### config.mk
export PLATFORM = sky130hd
export DESIGN_NAME = mem_port_arbiter
export DESIGN_NICKNAME = d
export VERILOG_FILES = /design/src/rtl/mem_arb_pkg.sv /design/src/rtl/rr_pick2.sv /design/src/rtl/mem_port_arbiter.sv
export SDC_FILE = /design/constraint.sdc
export NUM_CORES = 1
export LEC_CHECK = 0
export BUFFER_PORTS_ARGS = -buffer_cell sky130_fd_sc_hd__buf_4
export CAP_MARGIN = 25
export CORE_MARGIN = 1.5
export CORE_UTILIZATION = 46
export CTS_BUF_LIST = sky130_fd_sc_hd__clkbuf_16
export DETAILED_ROUTE_END_ITERATION = 8
export HOLD_SLACK_MARGIN = 0.03
export PLACE_DENSITY_LB_ADDON = 0.08
export SLEW_MARGIN = 20
export SYNTH_ARGS = -nofsm -noshare
export SYNTH_HDL_FRONTEND = slang
export SYNTH_HIERARCHICAL = 1
export SYNTH_SLANG_ARGS = --single-unit
### constraint.sdc
create_clock -name clk -period 1.9 [get_ports clk]
set_input_delay 0.38 -clock clk [delete_from_list [all_inputs] [get_ports clk]]
set_output_delay 0.38 -clock clk [all_outputs]
set_load 0.005 [all_outputs]
### src/rtl/mem_arb_pkg.sv
// Shared types and constants for the two-port memory arbiter.
package mem_arb_pkg;

    localparam int AW_DEF = 8;
    localparam int DW_DEF = 16;

    localparam logic CPU = 1'b0;
    localparam logic DBG = 1'b1;

    typedef enum logic [1:0] {
        IDLE,
        ISSUE,
        WAIT,
        RESP
    } state_t;

endpackage

### src/rtl/rr_pick2.sv
// Two-requester round-robin pick: on a tie the port not served last wins.
module rr_pick2
    import mem_arb_pkg::*;
(
    input  logic cpu_req,
    input  logic dbg_req,
    input  logic last,
    output logic valid,
    output logic pick
);

    always_comb begin
        valid = cpu_req | dbg_req;
        pick  = CPU;
        if (cpu_req && dbg_req) begin
            pick = (last == CPU) ? DBG : CPU;
        end else if (dbg_req) begin
            pick = DBG;
        end
    end

endmodule

### src/rtl/mem_port_arbiter.sv
// Arbitrates a CPU port and a debug/loader port onto one single-ported memory,
// one access at a time: accept, issue, optional read-latency wait, response.
module mem_port_arbiter
    import mem_arb_pkg::*;
#(
    parameter int AW     = AW_DEF,
    parameter int DW     = DW_DEF,
    parameter int RD_LAT = 1
) (
    input  logic          clk,
    input  logic          reset,

    input  logic          cpu_req,
    input  logic          cpu_we,
    input  logic [AW-1:0] cpu_addr,
    input  logic [DW-1:0] cpu_wdata,
    output logic          cpu_gnt,
    output logic          cpu_rvalid,
    output logic [DW-1:0] cpu_rdata,

    input  logic          dbg_req,
    input  logic          dbg_we,
    input  logic [AW-1:0] dbg_addr,
    input  logic [DW-1:0] dbg_wdata,
    output logic          dbg_gnt,
    output logic          dbg_rvalid,
    output logic [DW-1:0] dbg_rdata,

    input  logic          dbg_hold,

    output logic          mem_en,
    output logic          mem_we,
    output logic [AW-1:0] mem_addr,
    output logic [DW-1:0] mem_wdata,
    input  logic [DW-1:0] mem_rdata
);

    // WAIT covers RD_LAT-1 cycles; the counter value on its final cycle.
    localparam bit         HAS_WAIT  = (RD_LAT > 1);
    localparam logic [1:0] WAIT_LAST = (RD_LAT > 1) ? 2'(RD_LAT - 2) : 2'd0;

    state_t        state_q, state_d;
    logic          port_q;
    logic          we_q;
    logic [AW-1:0] addr_q;
    logic [DW-1:0] wdata_q;
    logic          last_q;
    logic [1:0]    cnt_q;
    logic [DW-1:0] cpu_rdata_q;
    logic [DW-1:0] dbg_rdata_q;

    logic cpu_eff;
    logic pick_valid;
    logic pick_port;
    logic is_issue;
    logic is_resp;

    assign cpu_eff = cpu_req & ~dbg_hold;

    rr_pick2 u_pick (
        .cpu_req (cpu_eff),
        .dbg_req (dbg_req),
        .last    (last_q),
        .valid   (pick_valid),
        .pick    (pick_port)
    );

    always_comb begin
        state_d = state_q;
        case (state_q)
            IDLE:  if (pick_valid) state_d = ISSUE;
            ISSUE: begin
                if (we_q)          state_d = IDLE;
                else if (HAS_WAIT) state_d = WAIT;
                else               state_d = RESP;
            end
            WAIT:  if (cnt_q == WAIT_LAST) state_d = RESP;
            RESP:  state_d = IDLE;
            default: state_d = IDLE;
        endcase
    end

    always_ff @(posedge clk) begin
        if (reset) begin
            state_q     <= IDLE;
            port_q      <= CPU;
            we_q        <= 1'b0;
            addr_q      <= '0;
            wdata_q     <= '0;
            last_q      <= DBG;
            cnt_q       <= 2'd0;
            cpu_rdata_q <= '0;
            dbg_rdata_q <= '0;
        end else begin
            state_q <= state_d;
            if (state_q == IDLE && pick_valid) begin
                port_q  <= pick_port;
                we_q    <= (pick_port == DBG) ? dbg_we    : cpu_we;
                addr_q  <= (pick_port == DBG) ? dbg_addr  : cpu_addr;
                wdata_q <= (pick_port == DBG) ? dbg_wdata : cpu_wdata;
            end
            if (state_q == ISSUE) begin
                last_q <= port_q;
            end
            cnt_q <= (state_q == WAIT) ? cnt_q + 2'd1 : 2'd0;
            // Capture the delivered word so rdata holds once rvalid drops.
            if (state_q == RESP) begin
                if (port_q == CPU) cpu_rdata_q <= mem_rdata;
                else               dbg_rdata_q <= mem_rdata;
            end
        end
    end

    always_comb begin
        is_issue   = (state_q == ISSUE);
        is_resp    = (state_q == RESP);
        mem_en     = is_issue;
        mem_we     = is_issue & we_q;
        mem_addr   = is_issue ? addr_q  : '0;
        mem_wdata  = is_issue ? wdata_q : '0;
        cpu_gnt    = is_issue & (port_q == CPU);
        dbg_gnt    = is_issue & (port_q == DBG);
        cpu_rvalid = is_resp  & (port_q == CPU);
        dbg_rvalid = is_resp  & (port_q == DBG);
        cpu_rdata  = cpu_rvalid ? mem_rdata : cpu_rdata_q;
        dbg_rdata  = dbg_rvalid ? mem_rdata : dbg_rdata_q;
    end

endmodule
======== After elaboration in Yosys (flattened, before gate mapping) ========
Index checks and enable logic that the tools add are counted.
Widths: inputs -> output; s select.
cells by class
  $add $sub $neg .......................... 1
  equality and inequality tests ........... 5
  multiplexer cells ....................... 14
  bitwise operators ....................... 10
  reduce and logical (&&, ||, !) cells .... 8
operators with widths
  kind                 number
  $mux 16              4
  $mux 8               2
  $pmux 2 s4           1
  $and 1x1->1          6
  $mux 2               3
  $reduce_and 2->1     3
  $eq 2x2->1 const B   2
  $logic_not 2->1      2
  $mux 1               4
  $ne 2x2->1 const B   2
  $not 1->1            3
  $add 2x1->2 const B  1
  $eq 2x1->1 const B   1
  $logic_and 1x1->1    2
  $reduce_or 2->1      1
  $or 1x1->1           1
word-level totals
  bits in registers ....................... 63
  word-level logic and storage cells ...... 47

======== Longest topological paths before layout ========
Gate-level depths: netlist (run 1).
  depth after elaboration ................. 5
  depth in mapped cells ................... 7
  gate-level depth less buffers ........... 5

======== By module ========
The synthesis (run 1) kept the hierarchy.
modules (own cells, without submodules)
  module            times used  cells an instance  area an instance (µm²)  sequential area each (µm²)
  mem_port_arbiter  1           249                2837.7                  1261.2
  rr_pick2          1           2                  13.8                    0.0

======== Worst setup path after synthesis (run 1) ========
Ideal clock, no wire load.
  path kind ............................... input port to flip-flop
  start ................................... in cpu_req
  end ..................................... reg wdata_q[10]
  data arrival time ....................... 1471 ps
  required time ........................... 1830 ps
  slack ................................... 359 ps
  cell stages on the path ................. 6
  path buffers ............................ 1
  path through ............................ nor2b_1 > or2_1 > nor3b_2 > nor2_1 > buf_2 > o2bb2ai_1
between the ends
  elaborated cells between the ends (all ways) .. 6
RTL lines
  item                  line                     source
  start, declared       mem_port_arbiter.sv:13   input logic cpu_req,
  $and 1x1->1           mem_port_arbiter.sv:58   assign cpu_eff = cpu_req & ~dbg_hold;
  $or 1x1->1            rr_pick2.sv:13           valid = cpu_req | dbg_req;
  named net pick_valid  mem_port_arbiter.sv:53   logic pick_valid;
  $logic_and 1x1->1     mem_port_arbiter.sv:96   if (state_q == IDLE && pick_valid) begin
  end signal, assigned  mem_port_arbiter.sv:100  wdata_q <= (pick_port == DBG) ? dbg_wdata : cpu_wdata;
  end, declared         mem_port_arbiter.sv:46   logic [DW-1:0] wdata_q;
The timed path passes the listed nets, and every way through them passes these cells.
A chain may end at the register's enable or synchronous reset.

======== Worst setup path after layout (run 1) ========
  start ................................... reg port_q
  end ..................................... out cpu_rdata[8]
between the ends
  word-level cells in the longest chain between the ends .. 3
ends and longest elaborated chain
  item                    line                     source
  start, declared         mem_port_arbiter.sv:43   logic port_q;
  start signal, assigned  mem_port_arbiter.sv:97   port_q <= pick_port;
  $not 1->1 (no line)     -
  $and 1x1->1             mem_port_arbiter.sv:123  cpu_rvalid = is_resp & (port_q == CPU);
  $mux 16                 mem_port_arbiter.sv:125  cpu_rdata = cpu_rvalid ? mem_rdata : cpu_rdata_q;
  end, declared           mem_port_arbiter.sv:19   output logic [DW-1:0] cpu_rdata,
No other way between the ends.

==> results of run 1 <==
## per-stage QoR
| stage | cells | TNS (ns) |
|---|---|---|
| 2_1_floorplan | 251 | 0 |
| 3_3_place_gp | 445 | 0 |
| 3_5_place_dp | 445 | 0 |
| 4_1_cts | 463 | 0 |
| 5_1_grt | 464 | -0.0798 |
| 6_report | 464 | 0 |
## worst register-to-register path, delay by kind of cell, from the launching register on
kind | cells | cell delay [ns]
buffers and inverters | 1 | 0.17
DFF | 1 | 0.37
and+or+nand+nor | 3 | 0.68
## power breakdown
part | switching, uW | internal, uW
Combinational | 279 | 409
Sequential | 66.3 | 1430
Clock | 566 | 866
Total | 911 | 2700
## cells in the final DEF, fill, tap and decap left out, types with 2 or more instances in the layout
cell          n
and2_1       26
buf_12        4
buf_4       128
buf_6         8
clkbuf_16    10
clkinv_1      2
clkinv_2      2
clkinvlp_4    3
dfxtp_1      60
dfxtp_4       3
inv_1         4
mux2_2       13
mux2_4       19
mux2i_1      26
nand2b_1      4
nor2_1        2
nor2b_1      37
nor3_1        2
o2bb2ai_1    25
## per-layer routing
layer / wire length, um / global-route usage, % / vias up
met2: 3280 / 33.4 / 71
met4: 71 / 5.59 / 0
li1: - / - / 1128
met1: 2800 / 22.6 / 1062
met5: 0 / 0 / -
met3: 475 / 7.00 / 6
## registers in the layout, indices dropped and copies added (netlist names)
signal       count
cpu_rdata_q     16
state_q          2
we_q             1
port_q           1
wdata_q         16
dbg_rdata_q     16
cnt_q            2
addr_q           8
last_q           1
## timing repair
action                     in CTS  in global routing
cloned                          0                  1
pin swaps                       2                  0
setup endpoints to repair      51                 36
setup buffers                   2                  0
resized for setup               5                 11
## cell type report
class | instances | share of cell area [%]
Multi-Input combinational cell | 165 | 34.4
Tap cell | 75 | 2.20
Inverter | 4 | 0.351
Timing Repair Buffer | 141 | 27.1
Clock inverter | 7 | 0.937
Clock buffer | 9 | 5.27
Sequential cell | 63 | 29.8
## worst paths after layout
path                        to  depth (start not counted)          from
setup reg to reg        last_q                          4    state_q[0]
hold / removal      wdata_q[9]                          3  cpu_wdata[9]
setup / recovery  cpu_rdata[8]                          4        port_q
hold reg to reg       cnt_q[0]                          1      cnt_q[0]
## cell families (layout without fill, tap and decap cells)
| logic type | count (synthesis) | in the layout | synth area share [%] |
|---|---|---|---|
| buffers and inverters | 23 | 161 | 4.83 |
| adder cells (fa/ha/maj) | 1 | 1 | 0.439 |
| multiplexers | 58 | 58 | 24.1 |
| flip-flops | 63 | 63 | 44.2 |
| AND/OR/NAND/NOR | 78 | 78 | 18.0 |
| AO/OA/AOI/OAI | 28 | 28 | 8.38 |
==> run summary, run 1 <==
Summing all multi-input logic gate instances after layout gives 1470 um^2. The clock tree synthesis step divided the H-tree into 3 levels. For this run, asynchronously set or reset flops after synthesis account for 0%. In the routed layout, each cell is associated on average with a via count of 4.89.

The final standard cell utilization of the core was 71.7%; the number of port buffers was 132. The run gives 4270 um^2 as the post-layout instance area. Setup repair after global routing could not meet its margin everywhere. The path class of the tightest hold or removal check is input port to flip-flop. For the leakage power, the log shows 0.00207 uW. The peak fanout along the critical path is 9. In this run the tightest slew margin relative to its limit is 81.6%. The most common cell in the synthesized netlist is dfxtp_1. TritonCTS built the clock tree. The floorplan has 28 rows. Yosys printed 6 warnings.

The worst setup path is launched from a flip-flop. The overflow left after global routing was 0. The area added between synthesis and finish works out to 49.8%.

The worst setup slack after placement is 0.126 ns, and the power density normalized to cell area is 846 nW/um^2. Largest stage delay on the critical path: 0.38 ns. Sorting the synthesized cells by how often they occur yields 63 x dfxtp_1, 38 x nor2b_1, 26 x and2_1, 26 x mux2i_1, 25 x o2bb2ai_1.

The worst setup path is of the flip-flop to output pin kind. Once the floorplan was initialized, standard cells occupied 47.9% of the core. The root buffer cell chosen for the clock tree is clkbuf_16. Ranked by total cell area, the synthesized netlist is headed by dfxtp_1 44%, mux2_4 9.5%, mux2i_1 9.1%.

The wire-length estimate of the detail-placed layout is 4.56 mm. STA puts the critical path data arrival time at 1.50 ns. For the placed standard-cell area, the log shows 3890 um^2. The final cycle utilization of the critical path is 99.0%, and the core footprint is 5960 um^2.

The tools report the number of distinct library cell variants in the gate-level netlist after synthesis as 25. The worst endpoint required time is 1.52 ns. The wire length of the first global-routing pass was 9.74 mm. The worst-case vdd ir drop was 0.528 mV; the post-synthesis instance area was 2850 um^2. After clock tree synthesis, the clock-pin slew on the worst setup and hold paths is 0.05 ns. The share of the Yosys chip area taken by registers is 44.2%. The pre-antenna-repair detailed-routing pass consisted of 4 iterations.

The final max-slew violation count came out at 0. The final critical delay including setup and external delays was 1.88 ns; the final hold violation count was 0. The routed wire length per instance works out to 14.3 um.

Setup violations remaining at the end of the flow were counted as 0. The tools report the routed wire length as 6.63 mm. After the last flow step, the layout net total stands at 456. The slowest stage cell on the critical path was dfxtp_4. In this run, post-CTS hold repair placed 0 buffers. The run gives 9 as the CTS buffer count.

Traced cell by cell, the critical path runs through nand3b_4 -> buf_12 -> mux2_2 -> buf_4. The flow ran to the end, and the final reports show no timing, DRC or antenna violations. Grouping stages by cell kind, the critical path spends the most delay in flip-flops. The setup slack of the critical path after layout was 0.0184 ns. Kind of end point of the critical path: an output pin.

The total nets after synthesis came out at 323. Most used flip-flop cell after synthesis: dfxtp_1. The die area is 6680 um^2, and the number of filler instances in the final layout is 470.

The overall die height came out at 81.7 um. The number of global-route vias before repair is 2070, and the clock latency at the later pin of the worst-skew pair is 0.32 ns. Synthesis produced a netlist whose cell count is 251. The count of nets left with antenna violations once routing finished came out at 0. The tools report the reported max-cap violation count as 0.

The detailed router finished its first iteration with 27 violations. The count of inserted antenna diode cells came out at 0. Derived from the worst setup path, the maximum achievable clock frequency is 0.531 GHz. I/O pin total: 133. Critical path buffer and inverter count: 2.

The reg2reg setup slack is 0.56 ns, and the final clock skew is 0.00630 ns. After synthesis the netlist holds a flip-flop and latch count of 63. The routed layout has 2267 vias. The biggest area contributor in the post-synthesis netlist is dfxtp_1. The placer's final routability congestion estimate is 0.725, and the number of enable flip-flop cells after synthesis is 0. Of the post-synthesis cell area, the dominant cell type holds 44.2%.

Total power for the finished layout comes to 3610 uW. The tools report the worst hold slack across all endpoints as 0.327 ns. In the routed design, unresolved DRC markers number 0. The clock sink count is 63. The transition time of the tightest slew-check pin was 0.277 ns; the mean post-synth cell area was 11.4 um^2. The number of buffers between clock root and the deepest sink was 2; the die outline width was 81.7 um.

The initial antenna violation count is 0. Global routing used 19.4% of the available tracks across all layers. Area taken by flip-flops and latches: 1270 um^2. The pin count of the biggest net entering global routing is 28, and the share of post-route cells with drive strength above 1 is 50.1%.
No activity file was read; power rests on OpenSTA's default activity.
==> inputs of run 2 (changes only) <==
--- a/config.mk
+++ b/config.mk
@@ -5,10 +5,11 @@
 export SDC_FILE = /design/constraint.sdc
 export NUM_CORES = 1
 export LEC_CHECK = 0
+export ABC_AREA = 1
 export BUFFER_PORTS_ARGS = -buffer_cell sky130_fd_sc_hd__buf_4
 export CAP_MARGIN = 25
 export CORE_MARGIN = 1.5
-export CORE_UTILIZATION = 46
+export CORE_UTILIZATION = 48
 export CTS_BUF_LIST = sky130_fd_sc_hd__clkbuf_16
 export DETAILED_ROUTE_END_ITERATION = 8
 export HOLD_SLACK_MARGIN = 0.03
==> run 2 against run 1 <==
  * Count of clock-buffer cells in the layout is the same
  * Register-to-register slack gained 0.03 ns
  * Critical path type unchanged
  * Non-clock buffer count grew 4
  * Clock skew shrank 0.0015 ns
  * Sequential share of layout area shrank 2.5 points
  * Final area grew 9.1%
  * Core utilization grew 0.83 points
  * The flow now finishes with violations (DRC)
  * Die area grew 8.5%
==> run summary, run 2 <==
The flow ran to the end, but the final reports show violations. The final reports fail on DRC. Summing all non-filler instances in the final layout gives an area of 4660 um^2. In the synthesized netlist the async set-or-reset flop fraction comes to 0%.

The share of synthesized area in the top cell type comes to 38.9%. The run gives 1.52 ns as the worst endpoint required time. The initial utilization of the core area, before any placement, comes to 50.4%. The library cells used most frequently in the layout, excluding fill and tap cells, are 212 x nand2_1, 140 x buf_4, 97 x nor2_1, 84 x inv_1, 60 x dfxtp_1.

The tools report the number of placement rows as 29. The transition time of the tightest slew-check pin was 0.358 ns. STA classifies the critical path endpoint as an output pin.

Counting flops with a built-in enable in the synthesized netlist gives 0. The tools report the final max-slew violation count as 0. Setup repair after global routing left no endpoint under its margin. The area growth from synthesis to layout is 43.9%. The power density normalized to cell area works out to 885 nW/um^2.

The final hold violation count came out at 0. The clock reaches the later pin of the worst-skew pair after 0.32 ns. 133 I/O pins were placed.

The class of the tightest hold or removal check is input port to flip-flop. The aggregate global-route resource usage was 23.8%. The critical path is of the flip-flop to output pin type. Adding up every negative setup slack in the final design gives 0 ns. In the routed layout, each cell is associated on average with a via count of 4.65. After synthesis the netlist holds a flip-flop and latch count of 63.

After detailed routing, the average wire length per cell comes to 11.2 um. The count of inserted antenna diode cells was 0; the arrival time of the worst setup path was 1.43 ns. The tools report the number of buffers between clock root and the deepest sink as 2. The area taken by flip-flops and latches is 1270 um^2. The commonest non-fill, non-tap cell in the layout was nand2_1.

Static timing analysis puts the maximum clock frequency at 0.553 GHz. TritonCTS built the clock tree. By count the netlist is led by 212 x nand2_1, 97 x nor2_1, 83 x inv_1, 63 x dfxtp_1, 19 x a21oi_1. In the synthesized netlist the dominant register cell turns out to be dfxtp_1. After synthesis, the netlist uses 20 different library cells. After filler insertion, the fill cell instance count of the layout stands at 565.

The share of post-route cells with drive strength above 1 came out at 25.7%. STA classifies the critical path startpoint as a flip-flop. The initial antenna violation count is 0. Most repeated cell in the gate-level netlist after synthesis: nand2_1.

Once placement finished, the instance area stood at 4270 um^2. The number of DRC markers in iteration 0 was 160. After clock tree synthesis, the clock-pin slew on the worst setup and hold paths is 0.05 ns.

The depth of the CTS H-tree is 3, and the number of iterations in the first detailed-routing pass is 6. The placer's final routability congestion estimate was 0.825. The die area came out at 7250 um^2. The run gives 0 as the reported max-cap violation count. The tools report the clock tree root driver cell as clkbuf_16.

The worst hold slack across all endpoints was 0.362 ns. The pin count of the biggest net entering global routing is 41. The run gives 63 as the clock sink count. The number of port buffers is 132, and the final critical delay including setup and external delays is 1.81 ns. The final setup violation count was 0; the HPWL after detailed placement was 5.88 mm.

The tools report the multi-input gate area in the final layout as 1520 um^2. The die is 85.1 um tall. The total overflow left after global routing is 0. Measured against its own limit, the worst slew margin works out to 76.1%.

On the final layout, the worst clock skew is 0.00482 ns. The first global-routing pass estimated 13.8 mm of wire. The routed layout has 3470 vias. The core region is 6420 um^2.

After synthesis the cells add up to 3240 um^2. Clock tree synthesis inserted a total of 9 buffers. The library cell occupying the most area in the post-synthesis netlist was dfxtp_1. The post-route antenna net violation count is 0.

The share of the Yosys chip area taken by registers is 38.9%. The final layout contains routed wiring with a total length of 8.34 mm. Ranked by total cell area, the synthesized netlist is headed by dfxtp_1 39%, nand2_1 25%, nor2_1 11%. Number of warning messages in the yosys log: 6. In the finished design, the share of the clock period the worst path needs comes to 95.2%. The number of DRC violations after detailed routing came out at 7. In the final layout, the registers with the most flip-flops are cpu_rdata_q x16, dbg_rdata_q x16, wdata_q x16.

The average instance in the mapped netlist occupies 6.04 um^2. The number of nets in the synthesized netlist is 608. The number of global-route vias before repair came out at 3192.

Counting every instance in the synthesized netlist gives 536. In the final design database the tool counted 737 nets. Summed over all cells, the static leakage comes to 0.00271 uW. The peak fanout along the critical path is 9.

IR analysis of the VDD net gives a maximum drop of 0.526 mV. The floorplan step set the die width to 85.1 um.
-- run 2: what timing repair did --
action	CTS	global route
gates resized for setup	7	6
setup buffers	1	0
gates cloned	2	0
pin swaps	3	0
hold buffers	0	0
endpoints found under the setup margin	47	20
-- run 2: worst paths after layout --
check | startpoint | to | slack [ns] | cells past startpoint
setup / recovery | port_q | cpu_rdata[12] | 0.09 | 6
hold / removal | mem_rdata[15] | dbg_rdata_q[15] | 0.36 | 3
setup reg to reg | last_q | wdata_q[0] | 0.59 | 7
hold reg to reg | cnt_q[0] | cnt_q[0] | 0.42 | 1
-- run 2: layer usage --
metal | vias up | routed length (um) | global-route usage (%)
met3 | 14 | 664 | 6.91
met2 | 133 | 4150 | 40.7
li1 | 1833 | - | -
met5 | - | 0 | 0
met4 | 0 | 150 | 9.69
met1 | 1490 | 3370 | 28.0
-- run 2: cell families (layout without fill, tap and decap cells) --
logic type	count (synthesis)	after routing	share of synthesized area, %
adder cells (fa/ha/maj)	1	1	0.386
AO/OA/AOI/OAI	20	20	3.17
buffers and inverters	115	246	15.2
flip-flops	63	63	38.9
AND/OR/NAND/NOR	337	339	42.3
-- run 2: area by class of cell --
class,instances,share of cell area (%)
Clock buffer,9,4.83
Timing Repair Buffer,145,24.5
Sequential cell,63,27.2
Multi-Input combinational cell,360,32.7
Clock inverter,6,1.66
Tap cell,77,2.07
Inverter,86,7.03
-- run 2: power breakdown --
part	internal [uW]	leakage, uW	switching, uW	total [uW]
sequential	1440	0.000517	49.5	1490
combinational	435	0.00204	532	967
clock	1120	0.000154	545	1670
total	3000	0.00271	1130	4130
-- run 2: critical path: stages, from the launching register on --
cell     delay [ns]
dfxtp_4        0.44
inv_1          0.14
nand3_4        0.16
nand2_1        0.07
nand2_1        0.10
inv_1          0.06
buf_4          0.13
-- run 2: through the flow --
step           power [uW]  cells  utilization [%]  setup WS, ns
6_report             4130    746             72.6        0.0907
5_1_grt              4350    746             72.6       0.00490
4_1_cts              4150    746             72.2      -0.00121
3_5_place_dp         2440    728             66.5         0.206
3_3_place_gp         2420    728             66.5         0.230
2_1_floorplan        2070    536                -         0.508
